[config.mk]
export PLATFORM = sky130hd
export DESIGN_NAME = an_encoder_serial16
export DESIGN_NICKNAME = d
export VERILOG_FILES = /design/src/rtl/an_encoder_serial16.sv
export SDC_FILE = /design/constraint.sdc
export NUM_CORES = 1
export LEC_CHECK = 0
export CORE_MARGIN = 4
export CORE_UTILIZATION = 25
export CTS_CLUSTER_DIAMETER = 200
export CTS_CLUSTER_SIZE = 14
export DETAILED_ROUTE_END_ITERATION = 7
export PLACE_DENSITY = 0.41
export SETUP_SLACK_MARGIN = 0.02
export SKIP_CTS_REPAIR_TIMING = 1
export SYNTH_ARGS = -nofsm -noshare
export SYNTH_HDL_FRONTEND = slang
export SYNTH_SLANG_ARGS = --single-unit
[constraint.sdc]
create_clock -name clk -period 4 [get_ports clk]
set_input_delay 0.8 -clock clk [delete_from_list [all_inputs] [get_ports clk]]
set_output_delay 0.8 -clock clk [all_outputs]
set_load 0.02 [all_outputs]
[src/rtl/an_encoder_serial16.sv]
// an_encoder_serial16: serial shift-and-add AN-code encoder, W = A * N.
// A 16-bit data word is accepted in IDLE, multiplied by the constant A over 16
// MUL cycles (one multiplier bit per cycle), and the 29-bit codeword is held in
// DONE until the downstream stage takes it. Throughput is one word per 18
// cycles without back-pressure.
//
// Optional feature: define ERR_INJECT_EN to add single arithmetic-weight error
// injection (W +/- 2^i mod 2^29), captured with the data word.
//
// Ports:
//   clk        clock, rising edge
//   rst        synchronous active-high reset
//   in_valid   upstream word present
//   in_ready   block idle and able to accept a word
//   in_data    data word N (16 bits, unsigned)
//   out_valid  codeword present
//   out_ready  downstream accepts the codeword
//   out_code   codeword W (29 bits), zero whenever out_valid is low
//   inj_en     (ERR_INJECT_EN only) inject an error into this word
//   inj_neg    (ERR_INJECT_EN only) 1: subtract 2^i, 0: add 2^i
//   inj_pos    (ERR_INJECT_EN only) error bit position i; 29..31 mean no error
module an_encoder_serial16 #(
  parameter int unsigned A = 4547
) (
  input  logic        clk,
  input  logic        rst,
  input  logic        in_valid,
  output logic        in_ready,
  input  logic [15:0] in_data,
  output logic        out_valid,
  input  logic        out_ready,
  output logic [28:0] out_code
`ifdef ERR_INJECT_EN
  ,
  input  logic        inj_en,
  input  logic        inj_neg,
  input  logic [4:0]  inj_pos
`endif
);

  localparam logic [28:0] AWord = 29'(A);

  typedef enum logic [1:0] {StIdle, StMul, StDone} state_e;

  state_e      state;
  logic [28:0] acc;
  logic [15:0] sr;
  logic [3:0]  cnt;

  logic [28:0] addend;
  logic [28:0] acc_sum;
  logic [28:0] final_code;

`ifdef ERR_INJECT_EN
  logic        inj_en_q;
  logic        inj_neg_q;
  logic [4:0]  inj_pos_q;
  logic [28:0] err;
`endif

  always_comb begin
    addend  = sr[0] ? (AWord << cnt) : 29'd0;
    acc_sum = acc + addend;
`ifdef ERR_INJECT_EN
    // Positions beyond the codeword width inject nothing.
    err = (inj_en_q && (inj_pos_q <= 5'd28)) ? (29'd1 << inj_pos_q) : 29'd0;
    // Wraps modulo 2^29, e.g. 0 - 1 gives all ones.
    final_code = inj_neg_q ? (acc_sum - err) : (acc_sum + err);
`else
    final_code = acc_sum;
`endif
  end

  always_ff @(posedge clk) begin
    if (rst) begin
      state     <= StIdle;
      acc       <= '0;
      sr        <= '0;
      cnt       <= '0;
      in_ready  <= 1'b1;
      out_valid <= 1'b0;
      out_code  <= '0;
`ifdef ERR_INJECT_EN
      inj_en_q  <= 1'b0;
      inj_neg_q <= 1'b0;
      inj_pos_q <= '0;
`endif
    end else begin
      unique case (state)
        StIdle: begin
          if (in_valid) begin
            sr       <= in_data;
            acc      <= '0;
            cnt      <= '0;
            in_ready <= 1'b0;
            state    <= StMul;
`ifdef ERR_INJECT_EN
            inj_en_q  <= inj_en;
            inj_neg_q <= inj_neg;
            inj_pos_q <= inj_pos;
`endif
          end
        end
        StMul: begin
          acc <= acc_sum;
          sr  <= sr >> 1;
          cnt <= cnt + 4'd1;
          // Last multiplier bit: publish the finished (and possibly corrupted)
          // product in the same edge so out_valid rises 16 edges after accept.
          if (cnt == 4'd15) begin
            state     <= StDone;
            out_valid <= 1'b1;
            out_code  <= final_code;
          end
        end
        StDone: begin
          if (out_ready) begin
            state     <= StIdle;
            out_valid <= 1'b0;
            out_code  <= '0;
            in_ready  <= 1'b1;
          end
        end
        default: begin
          state     <= StIdle;
          in_ready  <= 1'b1;
          out_valid <= 1'b0;
          out_code  <= '0;
        end
      endcase
    end
  end

endmodule

==> results of run 1 <==
## registers in the layout, indices dropped and copies added (netlist names)
| signal | cells |
|---|---|
| cnt | 4 |
| sr | 16 |
| in_ready | 1 |
| out_code | 29 |
| state | 2 |
| acc | 29 |
| out_valid | 1 |
## kinds of logic after synthesis
kind of cell | after synthesis | share of synthesized area
AND/OR/NAND/NOR | 304 | 0.266
adder cells (fa/ha/maj) | 40 | 0.0947
flip-flops | 82 | 0.306
AO/OA/AOI/OAI | 192 | 0.244
multiplexers | 10 | 0.0187
buffers and inverters | 57 | 0.0427
XOR/XNOR | 17 | 0.0278
## critical path, stage by stage (launching register included)
cell and delay (ns):
dfxtp_1 0.48, inv_1 0.14, ha_1 0.25, nand2_1 0.12, a21boi_0 0.25, o22ai_1 0.18
ha_1 0.38, and2_1 0.24, nand3_1 0.12, o22ai_1 0.11, or3_1 0.35, a31o_1 0.31
nor4b_1 0.19, or3_1 0.37
## stage by stage
stage,util,std cells,hold slack [ns]
detailed placement,0.293,1004,0.433
floorplan,-,702,0.432
global placement,0.293,1004,0.428
global route,0.308,1020,0.484
finish,0.308,1020,0.442
CTS,0.308,1020,0.444
## worst min path at each step
stage / startpoint / to / slack (ns) / depth (start not counted)
2_1_floorplan: acc[14] / acc[14] / 0.43 / 2
3_3_place_gp: out_valid / out_valid / 0.43 / 2
3_5_place_dp: out_valid / out_valid / 0.43 / 2
4_1_cts: out_valid / out_valid / 0.44 / 2
5_1_grt: out_code[9] / out_code[9] / 0.48 / 2
6_report: out_valid / out_valid / 0.44 / 2
## cell usage in the layout (no fill, tap or decap), types with 3 or more instances in the layout
cell type	count
o311ai_0	3
clkbuf_16	9
a22oi_1	11
nor2_1	113
nand2_1	61
a211oi_1	8
clkdlybuf4s50_1	50
or3_1	8
nor2b_1	23
inv_1	14
a21oi_1	63
nor3_1	24
and2_1	8
a22o_1	22
dfxtp_1	81
o21a_1	8
nand2b_1	7
or2_2	3
and3_1	8
o21ai_0	18
ha_1	39
xor2_1	8
o31ai_1	8
xnor2_1	9
a2111oi_0	3
nand3_1	20
or4_1	6
mux2i_1	10
a31oi_1	6
nand4_1	15
buf_4	20
a21o_1	12
## metal layers
metal / vias up / routed length [µm] / global-route usage
met1: 2494 / 7940 / 0.193
li1: 2609 / - / -
met5: - / 0 / 0
met2: 122 / 7740 / 0.228
met3: 16 / 824 / 0.0227
met4: 0 / 303 / 0.0404
## power by group
part | switching, mW | internal (mW) | total [mW]
clock | 0.374 | 0.505 | 0.879
sequential | 0.0171 | 0.837 | 0.854
combinational | 0.122 | 0.0805 | 0.202
total | 0.513 | 1.42 | 1.94
## final cells by class
class	count	area (µm²)
clock buffers	11	243
flip-flops and latches	82	1640
repair buffers	70	651
inverters	14	52.6
clock inverters	5	62.6
fillers	2285	14600
well taps	275	344
multi-input cells	563	3500
## synthesized netlist by cell type (3+ instances only)
library cell and instances:
nor2_1 114, dfxtp_1 82, a21oi_1 63, nand2_1 61, ha_1 39, clkbuf_1 34, nor3_1 24, nor2b_1 23
a22o_1 22, nand3_1 20, o21ai_0 18, nand4_1 15, inv_1 14, a21o_1 12, a22oi_1 11, mux2i_1 10
xnor2_1 9, a211oi_1 8, and2_1 8, and3_1 8, o21a_1 8, o31ai_1 8, or3_1 8, xor2_1 8
nand2b_1 7, a31oi_1 6, buf_2 6, or4_1 6, a2111oi_0 3, o311ai_0 3, or2_2 3
==> summary.txt, run 1 <==
EDFF count, synth -> 0
R2R Setup Slk -> 0.38 ns
Status -> complete, no violations
GRT Total Usage -> 0.141
VDD IR max -> 0.000222 V
Clock root buffer -> clkbuf_16
Seq cells post-synth -> 82
H-tree depth -> 3
DR DRC count -> 0
Register area share after synthesis -> 0.306
# diodes -> 0
Placed Area -> 0.00619 mm²
Initial core utilization -> 0.254
Max frequency -> 277 MHz
Net Count, Synth -> 762
Port buffer count -> 50
Area leader, netlist -> dfxtp_1
Setup WS pre-CTS -> 0.285 ns
Largest net degree at the start of global routing -> 27
Final critical-path share of the clock period -> 0.904
R2R depth -> 13
WL/cell -> 16.5 µm
Asr flop ratio synth -> 0
Final HPWL from detailed placement -> 12.5 mm
Worst Path Required -> 4.23 ns
Setup tns final -> 0 ns
Initial antenna violation count -> 1
Layout cell share with drive strength beyond 1 -> 0.0671
Gr ovfl total -> 0
Final Skew -> 0.00907 ns
Core area -> 0.0211 mm²
Final Hold Fails -> 0
Die ar. -> 0.0239 mm²
Crit path from -> cnt[0]
Worst-path maximum fanout -> 8
Top cells by area, synth -> dfxtp_1, ha_1, nor2_1
Post-Synthesis Cells -> 702
Ys flop type -> dfxtp_1
Synth Cell Area -> 0.00537 mm²
Initial DRT Pass Iterations -> 6
Vias in the first global route -> 5048
Global-route wire length before repair -> 27.2 mm
Final std cell area, no fill -> 0.00649 mm²
Final setup margin -> 0.384 ns
Area grow syn2layout -> 21.0%
Setup Viol. Count Final -> 0
Synth warn -> 0
LEAKAGE -> 2.67 nW
Crit Reg-Reg Startpoint -> cnt[0]
CP arrival -> 3.84 ns
Worst Hold Class -> reg2reg
Detailed-route wire length -> 16.8 mm
Global placement routability congestion -> 0.870
Clk pin slew, worst setup/hold paths -> 0.07 ns
Die height -> 154 µm
Routed vias/inst -> 5.14
Slew Limit Headroom -> 0.398
Total CTS buffers -> 9
Final Critical Period -> 3.62 ns
Vias -> 5241
Worst-skew pair later-pin latency -> 0.35 ns
Total clock sinks -> 82
Horiz. Die Dim -> 154 µm
R2R Path End -> acc[26]
Antenna-violating nets left -> 0
CP startpoint kind -> flip-flop
Mean post-synth cell area -> 7.64 µm²
NumNets Final -> 800
CP endpoint kind -> flip-flop
Initial DRC Count -> 319
Boundary pin count -> 51
Pwr dens -> 298 mW/mm²
Unrepaired setup endpoints after global routing -> false
CP Class -> reg2reg
Clock Path Buffers -> 2
Crit path to -> acc[26]
Yosys cell types -> 60
Fin. max-slew vios -> 0
Row cnt -> 53
Clock tree from TritonCTS -> built
Max-Cap Viols -> 0
Worst-margin pin slew -> 0.902 ns
Share of the synthesized area in the top cell type -> 0.306
Total power -> 1.94 mW
Power figures use the tool's default switching activity.
==> inputs of run 2 (changes only) <==
==> constraint.sdc (replaced) <==
create_clock -name clk -period 3.4 [get_ports clk]
set_input_delay 0.68 -clock clk [delete_from_list [all_inputs] [get_ports clk]]
set_output_delay 0.68 -clock clk [all_outputs]
set_load 0.02 [all_outputs]
==> run 2 against run 1 <==
  * First-iteration DRC count shrank 3.8%
  * Critical path depth down 1
  * Highest routed layer unchanged
  * Combinational power grew 34%
  * Sequential power rose by 17%
  * Core utilization rose by 2.0 points
  * Register-to-register slack lost 0.21 ns
  * Total power up 18%
  * Clock skew increased by 0.0060 ns
  * Sequential share of layout area fell by 1.5 points
  * Largest cell class unchanged
  * Worst setup slack worse by 0.21 ns
  * Hold slack about the same
==> summary.txt, run 2 (synthesized netlist as in run 1, its figures left out) <==
Clock Path Buffers -> 2 (unchanged)
Flop pwr share -> 0.439 (-0.002)
Setup Viol. Count Final -> 0 (unchanged)
Layout cell share with drive strength beyond 1 -> 0.139 (+0.0723)
Vias in the first global route -> 5123 (+1.5%)
Delay-heaviest family, CP -> compound AO/OA/AOI/OAI gates
Gr ovfl total -> 0 (unchanged)
Commonest non-fill, non-tap cell in the layout -> nor2_1
GRT Total Usage -> 0.146 (+0.00517)
Row cnt -> 53 (unchanged)
Unrepaired setup endpoints after global routing -> false
Initial DRC Count -> 307 (-3.8%)
Global placement routability congestion -> 0.896 (+2.9%)
Routed vias/inst -> 4.99 (-2.8%)
Max-Cap Viols -> 0 (unchanged)
Worst path cell trace -> ha_1, nor2b_1, a21oi_1, nor2_1, ha_1, a21o_1, a31o_1, o21ai_4, a2111oi_1, or4_1, xor2_1, a22o_1
Status -> complete, no violations
Max frequency -> 310 MHz (+12%)
Most frequent cells in the layout -> nor2_1, dfxtp_1, a21oi_1, buf_4, nand2_1
Total clock sinks -> 82 (unchanged)
Crit-path slowest cell -> or4_1
Core area -> 0.0211 mm² (unchanged)
CP arrival -> 3.47 ns (-0.37 ns)
Net Sw Frac -> 0.271 (+0.00557)
Most frequent cell on the critical path -> ha_1
Final critical-path share of the clock period -> 0.948 (+0.0443)
Setup tns final -> 0 ns (unchanged)
Final Skew -> 0.0150 ns (+0.00595 ns)
Worst-margin pin slew -> 1.03 ns (+0.124 ns)
Worst-path maximum fanout -> 6 (-2)
LEAKAGE -> 2.90 nW (+8.6%)
Clock tree from TritonCTS -> built
Clock power share -> 0.444 (-0.010)
Horiz. Die Dim -> 154 µm (unchanged)
Total CTS buffers -> 9 (unchanged)
Slew Limit Headroom -> 0.313 (-0.0842)
Global-route wire length before repair -> 28.0 mm (+2.9%)
Area grow syn2layout -> 28.7%
Initial core utilization -> 0.254 (unchanged)
Fill count -> 2245 (-1.8%)
Total power -> 2.29 mW (+18%)
CP endpoint kind -> flip-flop
Clock root buffer -> clkbuf_16
Fin. max-slew vios -> 0 (unchanged)
Clk pin slew, worst setup/hold paths -> 0.07 ns (about the same)
CP startpoint kind -> flip-flop
Biggest regs -> acc: 29 flops, out_code: 29 flops, sr: 16 flops
Psw -> 619 µW (+21%)
VDD IR max -> 0.000201 V (-9.5%)
Die height -> 154 µm (unchanged)
Worst-skew pair later-pin latency -> 0.35 ns (about the same)
Largest net degree at the start of global routing -> 42 (+56%)
Initial antenna violation count -> 0 (-1)
Worst path max stage delay -> 0.50 ns (+0.02 ns)
Worst Path Required -> 3.65 ns (-0.58 ns)
Detailed-route wire length -> 17.7 mm (+5.3%)
H-tree depth -> 3 (unchanged)
DR DRC count -> 0 (unchanged)
CP Class -> reg2reg
Port buffer count -> 50 (unchanged)
Combinational share of power -> 0.118 (+0.013)
Final Critical Period -> 3.22 ns (-0.392 ns)
Die ar. -> 0.0239 mm² (unchanged)
NumNets Final -> 844 (+5.5%)
Boundary pin count -> 51 (unchanged)
CP bufs+invs -> 0 (-1)
# diodes -> 0 (unchanged)
Antenna-violating nets left -> 0 (unchanged)
WL/cell -> 16.6 µm (+0.91%)
Final HPWL from detailed placement -> 13.1 mm (+5.1%)
Initial DRT Pass Iterations -> 5 (-1)
Worst Hold Class -> reg2reg
Vias -> 5314 (+1.4%)
Internal power -> 1.67 mW (+17%)
Final Hold Fails -> 0 (unchanged)
Pwr dens -> 332 mW/mm² (+11%)
run 2: per-stage QoR:
stage,instance area (µm²),worst slack [ns],util,hold slack [ns],cells
2_1_floorplan,5370,0.142,-,0.432,702
3_3_place_gp,6510,0.0126,0.309,0.432,1046
3_5_place_dp,6510,-0.00500,0.309,0.435,1046
4_1_cts,6810,-0.00457,0.323,0.446,1062
5_1_grt,6910,0.0136,0.328,0.481,1064
6_report,6910,0.175,0.328,0.442,1064
run 2: final timing paths:
path         cells after the start           end       from  slack [ns]
min reg2reg                      2     out_valid  out_valid        0.44
min                              2     out_valid  out_valid        0.44
max                             12  out_code[27]     cnt[0]        0.18
max reg2reg                     12  out_code[27]     cnt[0]        0.18
run 2: power groups by stage:
stage	Clock, mW	Combinational, mW	Sequential, mW
2_1_floorplan	0	0.159	1.02
3_3_place_gp	0	0.260	1.02
3_5_place_dp	0	0.261	1.03
5_1_grt	1.09	0.299	1.01
6_report	1.02	0.270	1.00
4_1_cts	1.06	0.262	1.00
run 2: worst min-delay path, cell delays in order (launching register included):
cell and delay (ns):
dfxtp_1 0.31, nand2_1 0.05, nand2_1 0.04
run 2: metal layers:
metal / routed length (µm) / vias to the layer above / global-route usage
li1: - / 2696 / -
met1: 8550 / 2477 / 0.195
met2: 8100 / 116 / 0.238
met3: 613 / 25 / 0.0252
met4: 436 / 0 / 0.0492
met5: 0 / - / 0
run 2: final cells by class:
| type | count | area [µm²] | area share |
|---|---|---|---|
| multi-input combinational | 563 | 3570 | 0.518 |
| sequential | 82 | 1640 | 0.238 |
| timing repair buffer | 114 | 997 | 0.144 |
| tap | 275 | 344 | 0.0498 |
| clock buffer | 10 | 229 | 0.0332 |
| clock inverter | 6 | 65.1 | 0.00942 |
| inverter | 14 | 52.6 | 0.00761 |
==> inputs of run 3 (changes only) <==
--- a/config.mk
+++ b/config.mk
@@ -5,7 +5,7 @@
 export SDC_FILE = /design/constraint.sdc
 export NUM_CORES = 1
 export LEC_CHECK = 0
-export CORE_MARGIN = 4
+export CORE_MARGIN = 2
 export CORE_UTILIZATION = 25
 export CTS_CLUSTER_DIAMETER = 200
 export CTS_CLUSTER_SIZE = 14
==> run 3 against run 2 <==
  * Routed wire length grew 0.24%
  * Final area grew 2.4%
  * First-iteration DRC count shrank 7.8%
  * Cell count grew 1.3%
  * Core utilization grew 0.89 points
  * Combinational power grew 6%
  * Clock power is essentially flat
  * Sequential power is essentially flat
  * Worst setup slack lost 0.072 ns
  * Clock-buffer cell count shrank 1
  * Die area shrank 5.1%
  * Critical path depth grew 1
  * Largest power group unchanged
==> summary.txt, run 3 (synthesized netlist as in run 1, its figures left out) <==
Clock tree from TritonCTS -> built
Worst-path maximum fanout -> 6 (unchanged)
Slew Limit Headroom -> 0.199 (-0.114)
Crit Reg-Reg Startpoint -> cnt[1]
NumNets Final -> 858 (+1.7%)
Boundary pin count -> 51 (unchanged)
Setup Viol. Count Final -> 0 (unchanged)
Worst-skew pair later-pin latency -> 0.35 ns (about the same)
Pwr dens -> 328 mW/mm² (-1.1%)
Detailed-route wire length -> 17.7 mm (+0.24%)
Most frequent cell on the critical path -> or3_1
GRT Total Usage -> 0.159 (+0.0132)
Die height -> 150 µm (-2.6%)
Crit-path slowest cell -> dfxtp_4
Initial DRT Pass Iterations -> 6 (+1)
Clk pin slew, worst setup/hold paths -> 0.07 ns (about the same)
Core area -> 0.0210 mm² (-0.31%)
CP Class -> reg2reg
Final setup margin -> 0.103 ns (-0.0721 ns)
Worst Hold Class -> reg2reg
Area grow syn2layout -> 31.8%
VDD IR max -> 0.000262 V (+31%)
Total clock sinks -> 82 (unchanged)
Most frequent cells in the layout -> nor2_1, dfxtp_1, buf_4
R2R Path End -> acc[26]
Worst Path Required -> 3.63 ns (-0.02 ns)
Setup WS pre-CTS -> -0.157 ns (-0.152 ns)
Horiz. Die Dim -> 150 µm (-2.6%)
Clock Path Buffers -> 2 (unchanged)
Total power -> 2.32 mW (+1.3%)
Initial core utilization -> 0.255 (+0.000803)
Gr ovfl total -> 0 (unchanged)
Final Skew -> 0.0109 ns (-0.00409 ns)
WL/cell -> 16.5 µm (-1.1%)
# diodes -> 0 (unchanged)
Min-Delay Path Depth -> 2 (unchanged)
Initial DRC Count -> 283 (-7.8%)
Port buffer count -> 50 (unchanged)
Final HPWL from detailed placement -> 13.1 mm (about the same)
R2R Setup Slk -> 0.10 ns (-0.07 ns)
Max-Cap Viols -> 0 (unchanged)
Total CTS buffers -> 9 (unchanged)
DR DRC count -> 0 (unchanged)
Worst-margin pin slew -> 1.20 ns (+0.171 ns)
Commonest non-fill, non-tap cell in the layout -> nor2_1
Initial antenna violation count -> 0 (unchanged)
Largest net degree at the start of global routing -> 42 (unchanged)
Hold path startpoint -> out_valid
Global placement routability congestion -> 0.899 (+0.32%)
Layout cell share with drive strength beyond 1 -> 0.169 (+0.0299)
Delay-heaviest family, CP -> simple AND/OR/NAND/NOR gates
Status -> complete, no violations
Die ar. -> 0.0226 mm² (-5.1%)
CP endpoint kind -> flip-flop
H-tree depth -> 3 (unchanged)
Final Hold Fails -> 0 (unchanged)
Vias -> 5397 (+1.6%)
LEAKAGE -> 2.97 nW (+2.6%)
CP arrival -> 3.53 ns (+0.06 ns)
Antenna-violating nets left -> 0 (unchanged)
Routed vias/inst -> 5.01 (+0.24%)
Clock root buffer -> clkbuf_16
Max frequency -> 303 MHz (-2.2%)
Fin. max-slew vios -> 0 (unchanged)
Worst path cell trace -> ha_1, nor2b_2, a21oi_2, a211oi_2, buf_4, ha_2, and3_1, nand4_1, nor2_1, or3_1, a31o_4, nor4b_1, or3_1
Global-route wire length before repair -> 27.9 mm (about the same)
Final critical-path share of the clock period -> 0.970 (+0.0212)
Hold Crit Endpoint -> out_valid
R2R depth -> 13 (+1)
Final Critical Period -> 3.30 ns (+0.0721 ns)
CP startpoint kind -> flip-flop
Biggest regs -> acc: 29 flops, out_code: 29 flops, sr: 16 flops
Row cnt -> 53 (unchanged)
Worst path max stage delay -> 0.38 ns (-0.12 ns)
CP bufs+invs -> 1 (+1)
Vias in the first global route -> 5137 (+0.27%)
[run 3: metrics by stage]
step                area, µm²  hold WS, ns  TNS (ns)   util  std cells
floorplan                5370        0.432         0      -        702
global placement         6610        0.434    -0.863  0.314       1060
detailed placement       6610        0.443     -1.13  0.314       1060
CTS                      6910        0.454     -1.51  0.329       1076
global route             7070        0.481  -0.00388  0.336       1078
finish                   7070        0.447         0  0.336       1078
[run 3: layout make-up]
| cell class | instances | area [µm²] |
|---|---|---|
| Clock buffer | 9 | 225 |
| Clock inverter | 7 | 76.3 |
| Fill cell | 2212 | 13900 |
| Inverter | 14 | 52.6 |
| Multi-Input combinational cell | 563 | 3640 |
| Sequential cell | 82 | 1650 |
| Tap cell | 275 | 344 |
| Timing Repair Buffer | 128 | 1090 |
[run 3: layer usage]
layer | part of all wire | vias up | global-route usage
li1 | - | 2719 | -
met1 | 0.48 | 2560 | 0.213
met2 | 0.47 | 97 | 0.262
met3 | 0.033 | 21 | 0.0252
met4 | 0.018 | 0 | 0.0500
met5 | 0 | - | 0
[run 3: worst max path at each step]
stage               to  slack [ns]  depth (start not counted)    from
2_1_floorplan  acc[22]        0.14                         14  cnt[1]
3_3_place_gp   acc[27]       -0.14                         15  cnt[1]
3_5_place_dp   acc[26]       -0.16                         15  cnt[1]
4_1_cts        acc[26]       -0.19                         15  cnt[1]
5_1_grt        acc[26]      -0.004                         13  cnt[1]
6_report       acc[26]        0.10                         13  cnt[1]
[run 3: power breakdown]
part           switching (mW)  internal (mW)  total (mW)
Clock                   0.459          0.575        1.03
Combinational           0.163          0.123       0.286
Sequential             0.0152          0.985        1.00
Total                   0.637           1.68        2.32
[run 3: worst register-to-register path, delay by kind of cell (launching register included)]
kind / cells / cell delay [ns]
simple gates: 7 / 1.46
compound gates: 3 / 0.68
fa+ha+maj: 2 / 0.49
buf+inv: 1 / 0.18
flops: 1 / 0.38
